$ cat src/rtl/vx_dvg_mask_ctl_pkg.sv
// Shared types for the divergence mask controller and the scheduler redirect path.
// Optional perf counters in vx_dvg_mask_ctl are enabled by defining DVG_CTL_PERF_EN.
package vx_dvg_mask_ctl_pkg;

  localparam int XLEN      = 32;
  localparam int DVG_WID_W = 8;

  typedef struct packed {
    logic [DVG_WID_W-1:0] wid;
    logic [XLEN-1:0]      pc;
  } dvg_redirect_t;

  function automatic logic [DVG_WID_W-1:0] dvg_wrap_inc(input logic [DVG_WID_W-1:0] idx,
                                                         input int unsigned n);
    return ((32'(idx) + 32'd1) >= n) ? '0 : idx + 1'b1;
  endfunction

endpackage

$ cat src/rtl/vx_dvg_mask_ctl_rr_arb.sv
// Round-robin arbiter for pending else-path redirects; the grant is frozen while
// the consumer is back-pressuring so wid/pc stay stable until accepted.
module vx_dvg_mask_ctl_rr_arb
  import vx_dvg_mask_ctl_pkg::*;
#(
  parameter int NUM_REQS = 4,
  parameter int IDX_W    = 2
) (
  input  logic                clk,
  input  logic                reset,
  input  logic [NUM_REQS-1:0] requests,
  input  logic                accept,
  output logic                grant_valid,
  output logic [IDX_W-1:0]    grant_idx
);

  logic [IDX_W-1:0] ptr_reg;
  logic [IDX_W-1:0] hold_idx_reg;
  logic             hold_reg;
  logic [IDX_W-1:0] pick_idx;
  logic [IDX_W-1:0] cand_idx;
  logic             found;

  always_comb begin
    pick_idx = ptr_reg;
    cand_idx = '0;
    found    = 1'b0;
    for (int i = 0; i < NUM_REQS; i++) begin
      cand_idx = IDX_W'((int'(ptr_reg) + i) % NUM_REQS);
      if (!found && requests[cand_idx]) begin
        found    = 1'b1;
        pick_idx = cand_idx;
      end
    end
  end

  assign grant_valid = |requests;
  // A held request can only be cleared by its own acceptance, so the hold is always valid.
  assign grant_idx   = hold_reg ? hold_idx_reg : pick_idx;

  always_ff @(posedge clk) begin
    if (reset) begin
      ptr_reg      <= '0;
      hold_reg     <= 1'b0;
      hold_idx_reg <= '0;
    end else begin
      hold_reg     <= grant_valid && !accept;
      hold_idx_reg <= grant_idx;
      if (grant_valid && accept) begin
        ptr_reg <= IDX_W'(dvg_wrap_inc(DVG_WID_W'(grant_idx), NUM_REQS));
      end
    end
  end

endmodule

$ cat src/rtl/vx_dvg_mask_ctl.sv
// Per-warp divergence controller: thread masks, split/join stalls and else-path redirects.
// Define DVG_CTL_PERF_EN to add the perf_dvg_splits / perf_else_redirs counters.
module vx_dvg_mask_ctl
  import vx_dvg_mask_ctl_pkg::*;
#(
  parameter int THREAD_CNT     = 4,
  parameter int WARP_CNT       = 4,
  parameter int WARP_CNT_WIDTH = (WARP_CNT > 1) ? $clog2(WARP_CNT) : 1
) (
  input  logic                           clk,
  input  logic                           reset,
  input  logic                           issue_valid,
  input  logic [WARP_CNT_WIDTH-1:0]      issue_wid,
  input  logic                           split_valid,
  input  logic [WARP_CNT_WIDTH-1:0]      split_wid,
  input  logic                           split_is_dvg,
  input  logic [THREAD_CNT-1:0]          split_then_tmask,
  input  logic                           join_valid,
  input  logic                           join_is_dvg,
  input  logic                           join_is_else,
  input  logic [WARP_CNT_WIDTH-1:0]      join_wid,
  input  logic [THREAD_CNT-1:0]          join_tmask,
  input  logic [XLEN-1:0]                join_pc,
  output logic [WARP_CNT*THREAD_CNT-1:0] warp_tmask,
  output logic [WARP_CNT-1:0]            warp_stalled,
  output logic                           redir_valid,
  input  logic                           redir_ready,
  output logic [WARP_CNT_WIDTH-1:0]      redir_wid,
  output logic [XLEN-1:0]                redir_pc
`ifdef DVG_CTL_PERF_EN
  ,
  output logic [31:0]                    perf_dvg_splits,
  output logic [31:0]                    perf_else_redirs
`endif
);

  localparam logic [WARP_CNT*THREAD_CNT-1:0] TMASK_RST = (WARP_CNT*THREAD_CNT)'(1);

  logic [WARP_CNT*THREAD_CNT-1:0] tmask_reg, tmask_next;
  logic [WARP_CNT-1:0]            stalled_reg, stalled_next;
  logic [WARP_CNT-1:0]            pending_reg, pending_next;
  logic [XLEN-1:0]                pc_reg  [WARP_CNT];
  logic [XLEN-1:0]                pc_next [WARP_CNT];
  logic [WARP_CNT_WIDTH-1:0]      grant_idx;
  logic                           grant_valid;
  logic                           redir_fire;
  dvg_redirect_t                  redir_sel;

  vx_dvg_mask_ctl_rr_arb #(
    .NUM_REQS (WARP_CNT),
    .IDX_W    (WARP_CNT_WIDTH)
  ) u_rr_arb (
    .clk         (clk),
    .reset       (reset),
    .requests    (pending_reg),
    .accept      (redir_ready),
    .grant_valid (grant_valid),
    .grant_idx   (grant_idx)
  );

  assign redir_fire = grant_valid && redir_ready;

  genvar gi;
  generate
    for (gi = 0; gi < WARP_CNT; gi++) begin : g_warp
      logic issue_hit, split_hit, join_hit, else_join, fire_hit;
      assign issue_hit = issue_valid && (issue_wid == WARP_CNT_WIDTH'(gi));
      assign split_hit = split_valid && (split_wid == WARP_CNT_WIDTH'(gi));
      assign join_hit  = join_valid  && (join_wid  == WARP_CNT_WIDTH'(gi));
      assign else_join = join_hit && join_is_dvg && join_is_else;
      assign fire_hit  = redir_fire && (grant_idx == WARP_CNT_WIDTH'(gi));

      assign tmask_next[gi*THREAD_CNT +: THREAD_CNT] =
          (split_hit && split_is_dvg) ? split_then_tmask :
          (join_hit && join_is_dvg)   ? join_tmask       :
                                        tmask_reg[gi*THREAD_CNT +: THREAD_CNT];
      // An else-join keeps the warp parked until the scheduler takes its redirect.
      assign stalled_next[gi] = issue_hit || else_join ||
                                (stalled_reg[gi] && !split_hit && !join_hit && !fire_hit);
      assign pending_next[gi] = else_join || (pending_reg[gi] && !fire_hit);
      assign pc_next[gi]      = else_join ? join_pc : pc_reg[gi];
    end
  endgenerate

  always_ff @(posedge clk) begin
    if (reset) begin
      tmask_reg   <= TMASK_RST;
      stalled_reg <= '0;
      pending_reg <= '0;
    end else begin
      tmask_reg   <= tmask_next;
      stalled_reg <= stalled_next;
      pending_reg <= pending_next;
    end
  end

  always_ff @(posedge clk) begin
    for (int w = 0; w < WARP_CNT; w++) begin
      pc_reg[w] <= pc_next[w];
    end
  end

  assign redir_sel    = '{wid: DVG_WID_W'(grant_idx), pc: pc_reg[grant_idx]};
  assign warp_tmask   = tmask_reg;
  assign warp_stalled = stalled_reg;
  assign redir_valid  = grant_valid;
  assign redir_wid    = WARP_CNT_WIDTH'(redir_sel.wid);
  assign redir_pc     = redir_sel.pc;

`ifdef DVG_CTL_PERF_EN
  logic [31:0] perf_splits_reg, perf_redirs_reg;

  always_ff @(posedge clk) begin
    if (reset) begin
      perf_splits_reg <= '0;
      perf_redirs_reg <= '0;
    end else begin
      perf_splits_reg <= perf_splits_reg + 32'(split_valid && split_is_dvg);
      perf_redirs_reg <= perf_redirs_reg + 32'(redir_fire);
    end
  end

  assign perf_dvg_splits  = perf_splits_reg;
  assign perf_else_redirs = perf_redirs_reg;
`endif

  // Same-warp conflicts cannot be resolved consistently and indicate an upstream bug.
  a_split_join_same_warp: assert property (@(posedge clk) disable iff (reset)
    !(split_valid && join_valid && (split_wid == join_wid)));
  a_issue_stalled_warp: assert property (@(posedge clk) disable iff (reset)
    issue_valid |-> !stalled_reg[issue_wid]);
  a_join_pending_warp: assert property (@(posedge clk) disable iff (reset)
    join_valid |-> !pending_reg[join_wid]);

endmodule

$ cat config.mk
export PLATFORM = sky130hd
export DESIGN_NAME = vx_dvg_mask_ctl
export DESIGN_NICKNAME = d
export VERILOG_FILES = /design/src/rtl/vx_dvg_mask_ctl_pkg.sv /design/src/rtl/vx_dvg_mask_ctl_rr_arb.sv /design/src/rtl/vx_dvg_mask_ctl.sv
export SDC_FILE = /design/constraint.sdc
export NUM_CORES = 1
export LEC_CHECK = 0
export ABC_AREA = 1
export CORE_MARGIN = 2
export CORE_UTILIZATION = 58
export DETAILED_ROUTE_END_ITERATION = 10
export PLACE_DENSITY = 0.86
export SLEW_MARGIN = 20
export SYNTH_ARGS = -nofsm -noshare
export SYNTH_HDL_FRONTEND = slang
export SYNTH_SLANG_ARGS = --single-unit
$ cat constraint.sdc
create_clock -name clk -period 6.75 [get_ports clk]
set_input_delay 0.675 -clock clk [delete_from_list [all_inputs] [get_ports clk]]
set_output_delay 0.675 -clock clk [all_outputs]
set_load 0.02 [all_outputs]
==> results of run 1 <==
## cells by family (layout without fill, tap and decap cells)
logic type | Yosys count | count (layout)
buffers and inverters | 79 | 196
AND/OR/NAND/NOR | 311 | 311
adder cells (fa/ha/maj) | 1 | 1
AO/OA/AOI/OAI | 117 | 117
flip-flops | 157 | 157
## power by group through the flow
stage / logic (mW) / clock network (mW) / registers [mW]
2_1_floorplan: 0.237 / 0 / 1.11
3_3_place_gp: 0.399 / 0 / 1.10
3_5_place_dp: 0.409 / 0 / 1.10
4_1_cts: 0.413 / 0.978 / 1.08
5_1_grt: 0.451 / 1.01 / 1.08
6_report: 0.416 / 0.971 / 1.08
## stage by stage
stage                     cell area, sq um  hold WS [ns]  total power [mW]  utilization (%)
after floorplan                       6784        0.4783             1.342                -
after global placement                7885        0.4547             1.499            69.06
after detailed placement              7890        0.4540             1.511            69.10
after CTS                             8491        0.4633             2.472            74.36
after global routing                  8551        0.4954             2.549            74.88
final                                 8551        0.4606             2.468            74.88
## area by class of cell
cell class	instances	area, sq um
Clock buffer	17	425.4
Clock inverter	13	175.2
Fill cell	746	2868
Inverter	53	198.9
Multi-Input combinational cell	429	1989
Sequential cell	157	4424
Tap cell	143	178.9
Timing Repair Buffer	113	1159
## tightest hold or removal path: stages (launching register included)
cell	delay, ns
dfxtp_1	0.30
nand2_1	0.06
a21oi_1	0.05
## placed cells by master, fill, tap and decap left out, types with 2 or more instances in the layout
| cell type | instances |
|---|---|
| a21oi_1 | 18 |
| a31oi_1 | 5 |
| buf_12 | 3 |
| bufinv_16 | 4 |
| clkbuf_16 | 17 |
| clkdlybuf4s50_1 | 109 |
| clkinv_1 | 3 |
| clkinv_2 | 2 |
| clkinv_4 | 3 |
| dfxtp_1 | 29 |
| edfxtp_1 | 128 |
| inv_1 | 49 |
| inv_2 | 4 |
| nand2_1 | 212 |
| nand2_2 | 11 |
| nand3_1 | 22 |
| nand3_2 | 2 |
| nor2_1 | 36 |
| nor2_2 | 9 |
| nor2_4 | 5 |
| nor3_1 | 9 |
| o211ai_1 | 4 |
| o21ai_0 | 35 |
| o21ai_1 | 41 |
| o21ai_2 | 8 |
| o21bai_1 | 2 |
| o311ai_0 | 3 |
| or2_2 | 2 |
## Yosys cell counts (2+ instances only)
library cell	n	area share (%)
nand2_1	212	12
edfxtp_1	128	57
inv_1	49	2.7
o21ai_1	41	3.0
nor2_1	40	2.2
o21ai_0	35	2.6
dfxtp_1	29	8.6
nand3_1	22	1.6
a21oi_1	18	1.3
nand2_2	12	1.1
buf_6	11	1.8
buf_2	9	0.66
nor2_2	9	0.83
nor3_1	9	0.66
o21ai_2	8	1.0
a31oi_1	5	0.46
buf_4	4	0.44
inv_2	4	0.22
o211ai_1	4	0.44
o311ai_0	3	0.39
clkbuf_1	2	0.11
nand3_2	2	0.30
o21bai_1	2	0.22
or2_2	2	0.18
## metal layers
layer  track usage (%)  part of all wire, %  up-vias
li1                  -                    -     2457
met1             30.44                   39     2527
met2             43.61                   51      266
met3             5.832                  7.5       39
met4             12.85                  2.6        0
met5                 0                    0        -
## worst paths after layout
| check | slack [ns] | to | start | cells past startpoint |
|---|---|---|---|---|
| worst max-delay path | 1.78 | redir_pc[14] | u_rr_arb.ptr_reg[0]$_SDFFE_PP0P_ | 15 |
| worst max register to register | 3.69 | warp_stalled[2]$_SDFF_PP0_ | u_rr_arb.ptr_reg[0]$_SDFFE_PP0P_ | 15 |
| worst min-delay path | 0.46 | warp_tmask[1]$_SDFFE_PP0P_ | warp_tmask[1]$_SDFFE_PP0P_ | 2 |
| worst min register to register | 0.46 | warp_tmask[1]$_SDFFE_PP0P_ | warp_tmask[1]$_SDFFE_PP0P_ | 2 |
==> flow_results.xml, run 1 <==
<?xml version="1.0" encoding="UTF-8"?>
<metrics>
  <group name="worst_setup_path">
    <metric name="critical_path.n_buffers_inverters" unit="">3</metric>
    <metric name="cp-end-kind" unit="">output pin</metric>
    <metric name="crit_path_start_kind" unit="">flip-flop</metric>
    <metric name="crit_path_frequent_cell" unit="">nand2_1</metric>
    <metric name="critical_path.max_fanout" unit="">39</metric>
    <metric name="worst_ep_arrival_time" unit="ns">4.30</metric>
    <metric name="cp_slowest_stage_delay" unit="ns">0.69</metric>
    <metric name="cp.required" unit="ns">6.07</metric>
    <metric name="cp_cell_sequence" unit="">inv_2 -&gt; nand2_1 -&gt; nand2_1 -&gt; nand2_1 -&gt; nand2_2 -&gt; nand2_2 -&gt; nand2_1 -&gt; nand3_1 -&gt; nand2_1 -&gt; nand2_1 -&gt; nand2_2 -&gt; inv_2 -&gt; o21ai_0 -&gt; o21ai_1 -&gt; clkdlybuf4s50_1</metric>
    <metric name="critical_path_class" unit="">flip-flop to output pin</metric>
    <metric name="critPathTopFamily" unit="">buffers and inverters</metric>
    <metric name="master_of_the_slowest_instance_on_the_critical_path" unit="">inv_2</metric>
  </group>
  <group name="synthesis">
    <metric name="synth-compound-area-share" unit="%">9.609</metric>
    <metric name="synth-seq-area-share" unit="%">65.22</metric>
    <metric name="synth.cell_area" unit="sq um">6784</metric>
    <metric name="postSynthCellCount" unit="">665</metric>
    <metric name="synthMuxAreaShare" unit="%">0</metric>
    <metric name="syn-mean-instance-area" unit="sq um">10.20</metric>
    <metric name="synthFlopType" unit="">edfxtp_1</metric>
    <metric name="synth_top_family_by_area" unit="">simple AND/OR/NAND/NOR gates</metric>
    <metric name="synth_simple_gate_area_share" unit="%">19.02</metric>
    <metric name="synthesis.nets" unit="">721</metric>
    <metric name="synth_xor_area_share" unit="%">0</metric>
    <metric name="yosys.cell_types.count" unit="">29</metric>
    <metric name="synthesis_stage_register_bit_count" unit="">157</metric>
    <metric name="asyncSetResetFlopFracSynth" unit="%">0</metric>
    <metric name="yosys_warns" unit="">0</metric>
    <metric name="post_synth_edffs" unit="">128</metric>
    <metric name="post_synth_fa_ha_maj_area_fraction" unit="%">0.1844</metric>
  </group>
  <group name="placement">
    <metric name="place_ws" unit="ns">2.319</metric>
    <metric name="port_buffers" unit="">109</metric>
    <metric name="gp_routability_congestion" unit="">0.8776</metric>
    <metric name="place_hpwl" unit="mm">9.656</metric>
    <metric name="place_inst" unit="">892</metric>
  </group>
  <group name="timing">
    <metric name="timing.slew.headroom" unit="%">29.03</metric>
    <metric name="period_minus_slack" unit="ns">4.971</metric>
    <metric name="final_worst_path_cycle_share" unit="%">73.64</metric>
    <metric name="fin_setup_tns" unit="ns">0</metric>
    <metric name="final-hold-violation-count" unit="">0</metric>
    <metric name="maxSlewViolCount" unit="">0</metric>
    <metric name="rsz0062_at_grt" unit="">no</metric>
    <metric name="max_clock_freq" unit="GHz">0.2012</metric>
    <metric name="setup_skew" unit="ns">0.005369</metric>
    <metric name="tightestPinTransition" unit="ns">1.062</metric>
    <metric name="layout_setup_ws" unit="ns">1.779</metric>
    <metric name="finalSetupViolations" unit="">0</metric>
  </group>
  <group name="detailed_routing">
    <metric name="dr.first_iter.drc_count" unit="">525</metric>
    <metric name="via_per_inst" unit="">5.718</metric>
    <metric name="detailedRoute.firstPassIterationCount" unit="">6</metric>
    <metric name="postRouteAntennaNets" unit="">0</metric>
    <metric name="drc" unit="">0</metric>
    <metric name="via_count" unit="">5289</metric>
    <metric name="route.final.wire_length" unit="mm">15.87</metric>
    <metric name="route.detailed.wl_per_inst" unit="microns">17.16</metric>
  </group>
  <group name="floorplan">
    <metric name="floorplan.die.height" unit="microns">112.2</metric>
    <metric name="die-width" unit="microns">112.2</metric>
    <metric name="io_pins" unit="">110</metric>
    <metric name="rows" unit="">39</metric>
    <metric name="design.core.area" unit="sq um">11420</metric>
    <metric name="initial_core_util" unit="%">59.41</metric>
    <metric name="floorplan.die_area" unit="sq um">12580</metric>
  </group>
  <group name="clocking">
    <metric name="clock_sink_count" unit="">157</metric>
    <metric name="cts_root_buffer" unit="">clkbuf_16</metric>
    <metric name="cts_repair_resize_count" unit="">0</metric>
    <metric name="clk_pin_slew" unit="ns">0.06</metric>
    <metric name="postCtsSetupBuffers" unit="">0</metric>
    <metric name="cts.path.max_buffers" unit="">2</metric>
    <metric name="cts_hold_buffers" unit="">0</metric>
    <metric name="clock_tree.htree_level_count" unit="">4</metric>
    <metric name="cts-buffers-inserted" unit="">17</metric>
    <metric name="clock_latency" unit="ns">0.42</metric>
    <metric name="cts_tree" unit="">done</metric>
  </group>
  <group name="power_and_ir_drop">
    <metric name="p_sw_share" unit="%">25.18</metric>
    <metric name="power.switching" unit="mW">0.6214</metric>
    <metric name="peakVddDrop" unit="mV">0.1960</metric>
    <metric name="cellLeakagePower" unit="nW">3.247</metric>
    <metric name="clock_power_share" unit="%">39.3</metric>
    <metric name="power.internal" unit="mW">1.847</metric>
    <metric name="sequentialPowerShare" unit="%">43.8</metric>
    <metric name="powerDensity" unit="nW/um^2">288.7</metric>
    <metric name="power_frac_comb" unit="%">16.8</metric>
  </group>
  <group name="layout">
    <metric name="largest_reg_flops" unit="">128</metric>
    <metric name="final-instance-count-excl-fill" unit="">925</metric>
    <metric name="drive_gt1_share" unit="%">9.335</metric>
    <metric name="insertedDiodeCount" unit="">0</metric>
    <metric name="layout-area-overhead-vs-synth" unit="%">26.04</metric>
    <metric name="finish.net_count" unit="">827</metric>
  </group>
  <group name="global_route">
    <metric name="grt_remaining_overflow" unit="">0</metric>
    <metric name="pin_count_of_the_biggest_net_entering_global_routing" unit="">68</metric>
    <metric name="grt_first_pass_wirelength" unit="mm">25.08</metric>
    <metric name="antenna_violations_before_repair" unit="">0</metric>
    <metric name="vias_in_the_first_global_route" unit="">5220</metric>
    <metric name="grtUsageTotal" unit="%">25.49</metric>
  </group>
  <group name="status">
    <metric name="run_status" unit="">complete, no violations</metric>
  </group>
  <group name="flow_run">
    <metric name="max-cap-violations" unit="">0</metric>
  </group>
  <group name="worst_hold_path">
    <metric name="hp-class" unit="">flip-flop to flip-flop</metric>
  </group>
</metrics>
Power figures use the tool's default switching activity.
==> run 2, diff against run 1 <==
--- a/config.mk
+++ b/config.mk
@@ -7,9 +7,9 @@
 export LEC_CHECK = 0
 export ABC_AREA = 1
 export CORE_MARGIN = 2
-export CORE_UTILIZATION = 58
+export CORE_UTILIZATION = 53
 export DETAILED_ROUTE_END_ITERATION = 10
-export PLACE_DENSITY = 0.86
+export PLACE_DENSITY = 0.79
 export SLEW_MARGIN = 20
 export SYNTH_ARGS = -nofsm -noshare
 export SYNTH_HDL_FRONTEND = slang
==> constraint.sdc (replaced) <==
create_clock -name clk -period 5.1 [get_ports clk]
set_input_delay 0.51 -clock clk [delete_from_list [all_inputs] [get_ports clk]]
set_output_delay 0.51 -clock clk [all_outputs]
set_load 0.02 [all_outputs]
==> flow_results.xml, run 2 (synthesized netlist as in run 1, its figures left out) <==
<?xml version="1.0" encoding="UTF-8"?>
<metrics>
  <group name="timing">
    <metric name="finalSetupViolations" unit="">0</metric>
    <metric name="setup_skew" unit="ns">0.003753</metric>
    <metric name="timing.slew.headroom" unit="%">49.99</metric>
    <metric name="layout_setup_ws" unit="ns">0.6404</metric>
    <metric name="rsz0062_at_grt" unit="">no</metric>
    <metric name="max_clock_freq" unit="GHz">0.2242</metric>
    <metric name="final-hold-violation-count" unit="">0</metric>
    <metric name="final_worst_path_cycle_share" unit="%">87.44</metric>
    <metric name="tightestPinTransition" unit="ns">0.7475</metric>
    <metric name="maxSlewViolCount" unit="">0</metric>
    <metric name="fin_setup_tns" unit="ns">0</metric>
    <metric name="period_minus_slack" unit="ns">4.460</metric>
    <metric name="fin_worst_hold_slack" unit="ns">0.4744</metric>
  </group>
  <group name="placement">
    <metric name="port_buffers" unit="">109</metric>
    <metric name="gp_routability_congestion" unit="">0.9429</metric>
    <metric name="place_inst" unit="">927</metric>
    <metric name="place_hpwl" unit="mm">10.03</metric>
    <metric name="place_ws" unit="ns">1.128</metric>
  </group>
  <group name="power_and_ir_drop">
    <metric name="clock_power_share" unit="%">37.3</metric>
    <metric name="powerDensity" unit="nW/um^2">369.5</metric>
    <metric name="power.internal" unit="mW">2.351</metric>
    <metric name="power.switching" unit="mW">0.8158</metric>
    <metric name="cellLeakagePower" unit="nW">3.246</metric>
    <metric name="peakVddDrop" unit="mV">0.2726</metric>
    <metric name="sequentialPowerShare" unit="%">45.2</metric>
    <metric name="power_frac_comb" unit="%">17.5</metric>
    <metric name="p_sw_share" unit="%">25.76</metric>
  </group>
  <group name="detailed_routing">
    <metric name="via_per_inst" unit="">5.309</metric>
    <metric name="drc" unit="">0</metric>
    <metric name="dr.first_iter.drc_count" unit="">434</metric>
    <metric name="route.final.wire_length" unit="mm">15.59</metric>
    <metric name="route.detailed.wl_per_inst" unit="microns">16.27</metric>
    <metric name="via_count" unit="">5086</metric>
    <metric name="postRouteAntennaNets" unit="">0</metric>
    <metric name="detailedRoute.firstPassIterationCount" unit="">5</metric>
  </group>
  <group name="worst_setup_path">
    <metric name="critical_path.max_fanout" unit="">38</metric>
    <metric name="cp.required" unit="ns">4.59</metric>
    <metric name="setup.reg_to_reg.worst_slack" unit="ns">2.16</metric>
    <metric name="cp-end-kind" unit="">output pin</metric>
    <metric name="crit_path_start_kind" unit="">flip-flop</metric>
    <metric name="crit-reg2reg-launch" unit="">u_rr_arb.ptr_reg[0]$_SDFFE_PP0P_</metric>
    <metric name="r2r-end" unit="">warp_stalled[2]$_SDFF_PP0_</metric>
    <metric name="critical_path_class" unit="">flip-flop to output pin</metric>
    <metric name="worst_ep_arrival_time" unit="ns">3.95</metric>
    <metric name="worst_r2r_path_depth" unit="">14</metric>
  </group>
  <group name="floorplan">
    <metric name="io_pins" unit="">110</metric>
    <metric name="initial_core_util" unit="%">53.98</metric>
    <metric name="die-width" unit="microns">117.1</metric>
    <metric name="floorplan.die_area" unit="sq um">13720</metric>
    <metric name="design.core.area" unit="sq um">12570</metric>
    <metric name="floorplan.die.height" unit="microns">117.1</metric>
    <metric name="rows" unit="">41</metric>
  </group>
  <group name="global_route">
    <metric name="grtUsageTotal" unit="%">24.18</metric>
    <metric name="grt_remaining_overflow" unit="">0</metric>
    <metric name="antenna_violations_before_repair" unit="">0</metric>
    <metric name="grt_first_pass_wirelength" unit="mm">24.59</metric>
    <metric name="vias_in_the_first_global_route" unit="">4994</metric>
    <metric name="pin_count_of_the_biggest_net_entering_global_routing" unit="">40</metric>
  </group>
  <group name="clocking">
    <metric name="clock_tree.htree_level_count" unit="">4</metric>
    <metric name="cts.path.max_buffers" unit="">2</metric>
    <metric name="clock_sink_count" unit="">157</metric>
    <metric name="cts-buffers-inserted" unit="">17</metric>
    <metric name="clk_pin_slew" unit="ns">0.06</metric>
    <metric name="cts_tree" unit="">done</metric>
    <metric name="clock_latency" unit="ns">0.42</metric>
    <metric name="postCtsSetupBuffers" unit="">0</metric>
    <metric name="cts_root_buffer" unit="">clkbuf_16</metric>
    <metric name="cts_repair_resize_count" unit="">0</metric>
    <metric name="cts_hold_buffers" unit="">0</metric>
  </group>
  <group name="layout">
    <metric name="final-instance-count-excl-fill" unit="">958</metric>
    <metric name="insertedDiodeCount" unit="">0</metric>
    <metric name="largest_reg_flops" unit="">128</metric>
    <metric name="finish.net_count" unit="">831</metric>
    <metric name="most_common_cell_after_layout_fill_and_taps_aside" unit="">nand2_1</metric>
    <metric name="layout-area-overhead-vs-synth" unit="%">26.34</metric>
    <metric name="mostFrequentLayoutCells" unit="">nand2_1 (212), edfxtp_1 (128), clkdlybuf4s50_1 (109)</metric>
    <metric name="final_core_util" unit="%">68.19</metric>
    <metric name="drive_gt1_share" unit="%">9.669</metric>
  </group>
  <group name="worst_hold_path">
    <metric name="hold_sp" unit="">warp_tmask[1]$_SDFFE_PP0P_</metric>
    <metric name="worst_hold_path.endpoint" unit="">warp_tmask[1]$_SDFFE_PP0P_</metric>
    <metric name="hp-class" unit="">flip-flop to flip-flop</metric>
    <metric name="worst_hold_path.num_cells" unit="">2</metric>
  </group>
  <group name="status">
    <metric name="run_status" unit="">complete, no violations</metric>
  </group>
  <group name="flow_run">
    <metric name="max-cap-violations" unit="">0</metric>
  </group>
</metrics>
==> run 2: worst max path at each step <==
stage	slack (ns)	from	endpoint	cells past startpoint
finish	0.64	u_rr_arb.ptr_reg[0]$_SDFFE_PP0P_	redir_pc[4]	16
floorplan	2.16	join_valid	pc_reg[3][0]$_DFFE_PP_	6
detailed placement	1.13	u_rr_arb.ptr_reg[0]$_SDFFE_PP0P_	redir_pc[2]	16
CTS	0.63	u_rr_arb.ptr_reg[0]$_SDFFE_PP0P_	redir_pc[21]	16
global placement	1.23	u_rr_arb.ptr_reg[0]$_SDFFE_PP0P_	redir_pc[31]	16
global route	0.29	u_rr_arb.ptr_reg[0]$_SDFFE_PP0P_	redir_pc[4]	16
==> run 2: worst max-delay path: stages (launching register included) <==
cell and delay (ns):
dfxtp_1 0.66, inv_2 0.24, nand2_1 0.12, nand2_1 0.10
nand2_1 0.10, nand2_2 0.09, nor2_2 0.11, nand2_1 0.07
nand2_1 0.06, nand3_1 0.07, nand2_2 0.44, buf_4 0.46
nand2_1 0.11, nand2_1 0.08, nand2_1 0.05, o21ai_1 0.10
clkdlybuf4s50_1 0.63
==> run 2: metrics by stage <==
| stage | instance area, sq um | power (mW) |
|---|---|---|
| 3_5_place_dp | 7999 | 2.012 |
| 2_1_floorplan | 6784 | 1.776 |
| 4_1_cts | 8551 | 3.187 |
| 5_1_grt | 8571 | 3.285 |
| 6_report | 8571 | 3.167 |
| 3_3_place_gp | 7971 | 1.999 |
==> run 2: area by class of cell <==
class	instances	area, sq um
sequential	157	4424
fill	959	3998
multi-input combinational	429	1984
timing repair buffer	117	1196
clock buffer	18	429.2
tap	172	215.2
inverter	53	198.9
clock inverter	12	122.6
==> run 2: power groups by stage <==
stage	Clock [mW]	Combinational [mW]	Sequential (mW)
6_report	1.18	0.554	1.43
5_1_grt	1.25	0.604	1.43
4_1_cts	1.20	0.558	1.43
3_5_place_dp	0	0.554	1.46
3_3_place_gp	0	0.543	1.46
2_1_floorplan	0	0.313	1.46
==> run 2: metal layers <==
layer	global-route usage [%]	up-vias	wire, microns
li1	-	2471	-
met1	29.94	2433	6514
met2	41.16	158	7978
met3	5.201	24	800
met4	10.59	0	293
met5	0	-	0
